### config.mk
export PLATFORM = sky130hd
export DESIGN_NAME = cache_mem_arbiter
export DESIGN_NICKNAME = d
export VERILOG_FILES = /design/src/rtl/cpu_types_pkg.sv /design/src/rtl/cache_mem_arbiter_rr_select.sv /design/src/rtl/cache_mem_arbiter.sv
export SDC_FILE = /design/constraint.sdc
export NUM_CORES = 1
export LEC_CHECK = 0
export ABC_AREA = 1
export CELL_PAD_IN_SITES_DETAIL_PLACEMENT = 0
export CELL_PAD_IN_SITES_GLOBAL_PLACEMENT = 2
export CORE_MARGIN = 1.5
export CORE_UTILIZATION = 10
export CTS_CLUSTER_DIAMETER = 200
export DETAILED_ROUTE_END_ITERATION = 6
export PLACE_DENSITY = 0.95
export RECOVER_POWER = 100
export SLEW_MARGIN = 20
export SYNTH_ARGS = -nofsm -noshare
export SYNTH_HDL_FRONTEND = slang
export SYNTH_SLANG_ARGS = --single-unit
### constraint.sdc
create_clock -name CLK -period 1.96 [get_ports CLK]
set_input_delay 0.49 -clock CLK [delete_from_list [all_inputs] [get_ports CLK]]
set_output_delay 0.49 -clock CLK [all_outputs]
set_load 0.01 [all_outputs]
### src/rtl/cpu_types_pkg.sv
// Shared CPU/memory types: word type, RAM handshake states and arbiter FSM states.
// Sized for the two-core system; the arbiter's round-robin pointer is a single bit.
package cpu_types_pkg;

    localparam int unsigned WORD_W       = 32;
    localparam int unsigned CPUS         = 2;
    // Address bit that selects word0/word1 of a two-word dcache block
    localparam int unsigned BLK_WORD_BIT = 2;

    typedef logic [WORD_W-1:0] word_t;

    typedef enum logic [1:0] {
        FREE,
        BUSY,
        ACCESS,
        ERROR
    } ramstate_t;

    typedef enum logic [1:0] {
        IDLE,
        DSERV,
        ISERV
    } arb_state_t;

endpackage

### src/rtl/cache_mem_arbiter_rr_select.sv
// Two-request round-robin picker: the requester named by i_ptr wins ties.
// o_gnt is only meaningful while o_valid is high.
module rr_select (
    input  logic [1:0] i_req,
    input  logic       i_ptr,
    output logic       o_valid,
    output logic       o_gnt
);

    always_comb begin
        o_valid = |i_req;
        o_gnt   = i_ptr;
        if (!i_req[i_ptr]) begin
            o_gnt = ~i_ptr;
        end
    end

endmodule

### src/rtl/cache_mem_arbiter.sv
// Arbitrates two cores' icache/dcache ports onto one RAM port, dcache first, round-robin within
// a class; the grant is held across both words of a dcache block transfer.
module cache_mem_arbiter
    import cpu_types_pkg::*;
(
    input  logic                CLK,
    input  logic                nRST,
    input  logic [CPUS-1:0]     dREN,
    input  logic [CPUS-1:0]     dWEN,
    input  word_t [CPUS-1:0]    daddr,
    input  word_t [CPUS-1:0]    dstore,
    output logic [CPUS-1:0]     dwait,
    output word_t [CPUS-1:0]    dload,
    input  logic [CPUS-1:0]     iREN,
    input  word_t [CPUS-1:0]    iaddr,
    output logic [CPUS-1:0]     iwait,
    output word_t [CPUS-1:0]    iload,
    output logic                ramREN,
    output logic                ramWEN,
    output word_t               ramaddr,
    output word_t               ramstore,
    input  word_t               ramload,
    input  ramstate_t           ramstate
);

    arb_state_t r_state, w_state_d;
    logic       r_gnt, w_gnt_d;
    logic       r_rr_ptr, w_rr_ptr_d;
    logic       r_lock, w_lock_d;

    logic [CPUS-1:0] w_dreq;
    logic            w_dvalid, w_dgnt;
    logic            w_ivalid, w_ignt;
    logic            w_access;

    assign w_dreq   = dREN | dWEN;
    assign w_access = (ramstate == ACCESS);

    rr_select u_dsel (
        .i_req   (w_dreq),
        .i_ptr   (r_rr_ptr),
        .o_valid (w_dvalid),
        .o_gnt   (w_dgnt)
    );

    rr_select u_isel (
        .i_req   (iREN),
        .i_ptr   (r_rr_ptr),
        .o_valid (w_ivalid),
        .o_gnt   (w_ignt)
    );

    always_ff @(posedge CLK or negedge nRST) begin
        if (!nRST) begin
            r_state  <= IDLE;
            r_gnt    <= 1'b0;
            r_rr_ptr <= 1'b0;
            r_lock   <= 1'b0;
        end else begin
            r_state  <= w_state_d;
            r_gnt    <= w_gnt_d;
            r_rr_ptr <= w_rr_ptr_d;
            r_lock   <= w_lock_d;
        end
    end

    always_comb begin
        w_state_d  = r_state;
        w_gnt_d    = r_gnt;
        w_rr_ptr_d = r_rr_ptr;
        w_lock_d   = r_lock;
        dwait      = '1;
        iwait      = '1;
        dload      = '0;
        iload      = '0;
        ramREN     = 1'b0;
        ramWEN     = 1'b0;
        ramaddr    = '0;
        ramstore   = '0;

        case (r_state)
            IDLE: begin
                if (w_dvalid) begin
                    w_state_d = DSERV;
                    w_gnt_d   = w_dgnt;
                end else if (w_ivalid) begin
                    w_state_d = ISERV;
                    w_gnt_d   = w_ignt;
                end
            end

            DSERV: begin
                // REN together with WEN is resolved as a write
                ramWEN   = dWEN[r_gnt];
                ramREN   = dREN[r_gnt] & ~dWEN[r_gnt];
                ramaddr  = daddr[r_gnt];
                ramstore = dstore[r_gnt];
                if (!w_dreq[r_gnt]) begin
                    // Request withdrawn (aborted block): release without touching rr_ptr
                    w_state_d = IDLE;
                    w_lock_d  = 1'b0;
                end else if (w_access) begin
                    dwait[r_gnt] = 1'b0;
                    dload[r_gnt] = ramload;
                    if (daddr[r_gnt][BLK_WORD_BIT]) begin
                        w_state_d  = IDLE;
                        w_lock_d   = 1'b0;
                        w_rr_ptr_d = ~r_rr_ptr;
                    end else begin
                        w_lock_d = 1'b1;
                    end
                end
            end

            ISERV: begin
                ramREN  = iREN[r_gnt];
                ramaddr = iaddr[r_gnt];
                if (!iREN[r_gnt]) begin
                    w_state_d = IDLE;
                end else if (w_access) begin
                    iwait[r_gnt] = 1'b0;
                    iload[r_gnt] = ramload;
                    w_rr_ptr_d   = ~r_rr_ptr;
                    w_state_d    = IDLE;
                end
            end

            default: begin
                w_state_d = IDLE;
                w_lock_d  = 1'b0;
            end
        endcase
    end

endmodule

* Word level (Yosys, flattened, before mapping)
Cells that the tools add are included.
** Storage, ports and cells
- Flip-flop bits (word level) :: 4
- Latch bits :: 0
- Bits in writable memories :: 0
- Memory bits (read-only) :: 0
- Input port bits :: 234
- Word-level logic and storage cells :: 87
- Memories kept :: 0
** Operators by class
- $add $sub $neg :: 0
- $mul :: 0
- Div/mod/pow operators :: 0
- $lt $le $gt $ge :: 3
- Equality and inequality tests :: 12
- Shift-type cells :: 0
- Multiplexer cells :: 54
- Bitwise operators :: 6
- Reductions and logical operators :: 9
** Operators with widths (number)
- 64-bit 2-to-1 mux :: 5
- 32-bit 2-to-1 mux :: 8
- 64-bit AND :: 1
- 32-bit case mux with 2 select lines :: 1
- 32-bit demux with 1-bit select :: 1
- 2-bit 2-to-1 mux :: 12
- 1-bit 2-to-1 mux :: 23
- 2-bit inequality test, second input constant :: 5
- 3-bit inequality test, second input constant :: 3
- 2-bit case mux with 3 select lines :: 1
- 6-bit AND reduction :: 1
- 2-bit equality test, second input constant :: 2
- 1-bit by 2-bit less-than comparator with 1-bit output, second input constant :: 2
- 1-bit case mux with 2 select lines :: 2
- 4-bit AND reduction :: 1
- 2-bit nonzero test :: 2
- 2-bit OR reduction :: 2
- 3-bit by 1-bit inequality test with 1-bit output, second input constant :: 1
- 2-bit by 1-bit equality test with 1-bit output, second input constant :: 1
- 2-bit logical NOT :: 1
- 1-bit NOT :: 2
- 2-bit NOT :: 1
- 2-bit OR :: 1
- 2-bit AND reduction :: 1
- other kinds (4) :: 4

* Longest topological paths before layout
- Depth in word-level cells :: 8
- Gate-level depth with buffers :: 9
- Mapped depth without buffers :: 8

* Hierarchy
A second synthesis with hierarchy kept.
** Second synthesis, totals
- Cells, all modules :: 622
- Area, all modules :: 2866.5 um^2
** Modules (own cells, without submodules)
- cache_mem_arbiter :: instances 1, cells each 616, area each 2836.5 um^2, seq. area each 100.1 um^2
- rr_select :: instances 2, cells each 3, area each 15.0 um^2, seq. area each 0.0 um^2

* Least setup slack after synthesis
No wires, ideal clock.
- Path type :: register to output
- Start :: reg r_state[1]
- End :: out ramaddr[0]
- Arrival :: 1455 ps
- Required time :: 1470 ps
- Slack :: 15 ps
- Stages on the path, launching flop included :: 9
- Cells stage by stage :: dfrtp_1 > inv_1 > ha_1 > buf_2 > inv_1 > clkbuf_1 > nor2_1 > o21ai_0 > a21oi_1
** Between the ends
- Longest elaborated chain between the ends :: 2
- Elaborated cells between the ends (all ways) :: 3
- Those cells by class :: 2 x eq/ne; 1 x mux
** RTL lines
- start: declaration :: line cache_mem_arbiter.sv:26 : arb_state_t r_state, w_state_d;
- start signal: assignment :: line cache_mem_arbiter.sv:60 : r_state <= w_state_d;
- 2-bit equality test / 2-bit by 1-bit equality test with 1-bit output (equally long branches) :: line cache_mem_arbiter.sv:81 : case (r_state)
- 32-bit case mux with 2 select lines (*) :: line cache_mem_arbiter.sv:81
- end: declaration :: line cache_mem_arbiter.sv:20 : output word_t ramaddr,
Every way passes the cells marked *; elsewhere a longest branch is shown, timed or not.

==> impl_metrics.tcl <==
set metrics [dict create \
    grt_pass1_vias 6281 \
    crit_fanout 5 \
    vias_per_cell 4.04 \
    drive_above_1_share_pct 49.4 \
    worst_ep_required_time_ns 1.47 \
    wl_per_cell_um 16.4 \
    tightestPinTransition_ns 0.329 \
    start_util_pct 10.2 \
    numPortBuffers 431 \
    period_minus_slack_ns 2.35 \
    critPathKind "reg -> out" \
    hold_viol 0 \
    max_freq_mhz 426 \
    root_buffer "clkbuf_16" \
    synth-seq-cells 4 \
    vias 6433 \
    syn_inst 658 \
    drtAntennaViolNets 0 \
    synth_cell_types 21 \
    synth_top_cell_area_share_pct 41.8 \
    clockBufferDepth 2 \
    final_common_cell "clkdlybuf4s50_1" \
    cts_buffers 3 \
    clkSinkCount 4 \
    nets 1449 \
    die_h_um 174 \
    cts_tree "done" \
    synthToLayoutAreaGrowth_pct 246 \
    place_hpwl_um 17700 \
    status "finished, violations left" \
    die_x_um 174 \
    worstSetupStartpointType "flip-flop" \
    grtUsageTotal_pct 15.3 \
    core.rowCount 62 \
    stdcell_count 1593 \
    firstDrtPassIters 6 \
    fin_crit_sh_pct 120 \
    syn_area_per_cell_um2 4.44 \
    slew_headroom_pct 77.9 \
    clock_latency_ns 0.23 \
    maxSlewViolCount 0 \
    min_path_type "in -> async" \
    r2r_cells 16 \
    violations "negative setup slack" \
    r2r-end "r_rr_ptr" \
    core_region_area_um2 28700 \
    gp_congestion 0.883 \
    clk_pin_slew_ns 0.03 \
    skew_ns 0.00317 \
    antenna_found_initial 0 \
    regToRegSetupSlack_ns -0.33 \
    p_leak_nw 4.60 \
    setup_viol_count_final 198 \
    grt_max_degree 30 \
    h-tree-depth 1 \
    n_antenna_cell 0 \
    cp-end-kind "output pin" \
    pwr_density_cell_nw_per_um2 934 \
    yosysTopAreaCell "nor2_1" \
    grt_pass1_wl_um 36200 \
    dieArea_um2 30200 \
    nFillCells 3012 \
    syn_nets 897 \
    crit_path_start "r_gnt" \
    ys_top_cells_by_area "nor2_1, o21ai_0, nand2_1, a21oi_1, dfrtp_1" \
    dpl.cell_count 1501 \
    timing.rr.start "r_gnt" \
    boundaryPins 432 \
    drt-initial-drc-count 205 \
    finalWorstSetupSlack_ns -0.386 \
    rsz0062_at_grt "yes" \
    wl_um 26200 \
    synth-seq-area-share_pct 3.43 \
    cap_viol_max_count 0 \
    layout_common_cells "clkdlybuf4s50_1, nor2_1, buf_2" \
    irDropWorstVdd_v 0.000418 \
    synth_warnings 0 \
    drc 0 \
    syn-cell-area_um2 2920 \
    crit_arrival_ns 1.86 \
    grt_overflow 0 \
    final_util_pct 35.2 \
]
[sequential cells by signal (all words and copies together), names as in the netlist]
| signal | flops |
|---|---|
| r_state | 2 |
| r_gnt | 1 |
| r_rr_ptr | 1 |
[worst max path at each step]
stage / end / depth (start not counted)
2_1_floorplan: ramaddr[0] / 8
3_3_place_gp: iload[8] / 7
3_5_place_dp: iload[8] / 8
4_1_cts: ramREN / 7
5_1_grt: dload[11] / 9
6_report: dload[9] / 9
[cell type report]
type	instances	area, um^2	area share (%)
Timing Repair Buffer	601	5690	56.3
Multi-Input combinational cell	580	3650	36.1
Tap cell	384	480	4.76
Sequential cell	4	105	1.04
Inverter	20	97.6	0.966
Clock buffer	4	78.8	0.781
[synth_stat cells, drive strengths merged]
cell type  instances
a21oi             34
buf               34
clkbuf            20
dfrtp              4
ha                 5
inv               20
nand2             98
nand3             12
nand4              2
nor2             327
nor2b              1
nor3               2
o21ai             99
[critical path, stage by stage, from the launching register on]
cell and delay, ns:
dfrtp_4 0.55, buf_12 0.16, nor2_4 0.15, buf_12 0.15
buf_8 0.12, buf_12 0.10, buf_12 0.12, nand2_4 0.05
nor2_1 0.08, buf_2 0.13
[stage by stage]
stage / total power [mW] / worst slack [ns] / TNS (ns) / cell area, um^2 / hold slack (ns)
floorplan: 2.86 / 0.0149 / 0 / 2920 / 0.194
detailed placement: 6.36 / -0.934 / -130.81 / 8250 / 0.545
global placement: 6.39 / -0.936 / -129.34 / 8250 / 0.546
finish: 9.43 / -0.386 / -49.59 / 10100 / 0.552
global route: 10.1 / -0.433 / -62.00 / 10100 / 0.573
CTS: 8.30 / -0.437 / -58.33 / 8990 / 0.491
[routing by layer]
metal	global-route usage, %	vias to the layer above	part of all wire, %
met5	0	-	0
met4	3.77	0	2.1
met3	2.49	27	6.7
met2	29.7	325	53
met1	17.3	2898	38
li1	-	3183	-
[logic make-up (layout without fill, tap and decap cells)]
| group | count (synthesis) | after routing | synth area share (%) |
|---|---|---|---|
| flip-flops | 4 | 4 | 3.43 |
| AO/OA/AOI/OAI | 133 | 133 | 22.8 |
| adder cells (fa/ha/maj) | 5 | 5 | 2.14 |
| buffers and inverters | 74 | 625 | 13.4 |
| AND/OR/NAND/NOR | 442 | 442 | 58.2 |
[power breakdown]
part	internal, mW	leakage [nW]	switching [mW]
clock	0.269	0.0382	0.0611
sequential	0.127	0.0481	0.0878
combinational	4.44	4.51	4.44
total	4.84	4.60	4.59
[timing repair]
item / 4_1_cts / 5_1_grt
endpoints found under the hold margin: 0 / 0
resized for setup: 639 / 627
pin swaps: 30 / 106
hold buffers: 0 / 0
gates cloned: 15 / 5
setup endpoints to repair: 198 / 201
buffers inserted: 42 / 36
No activity file was read; power rests on OpenSTA's default activity.
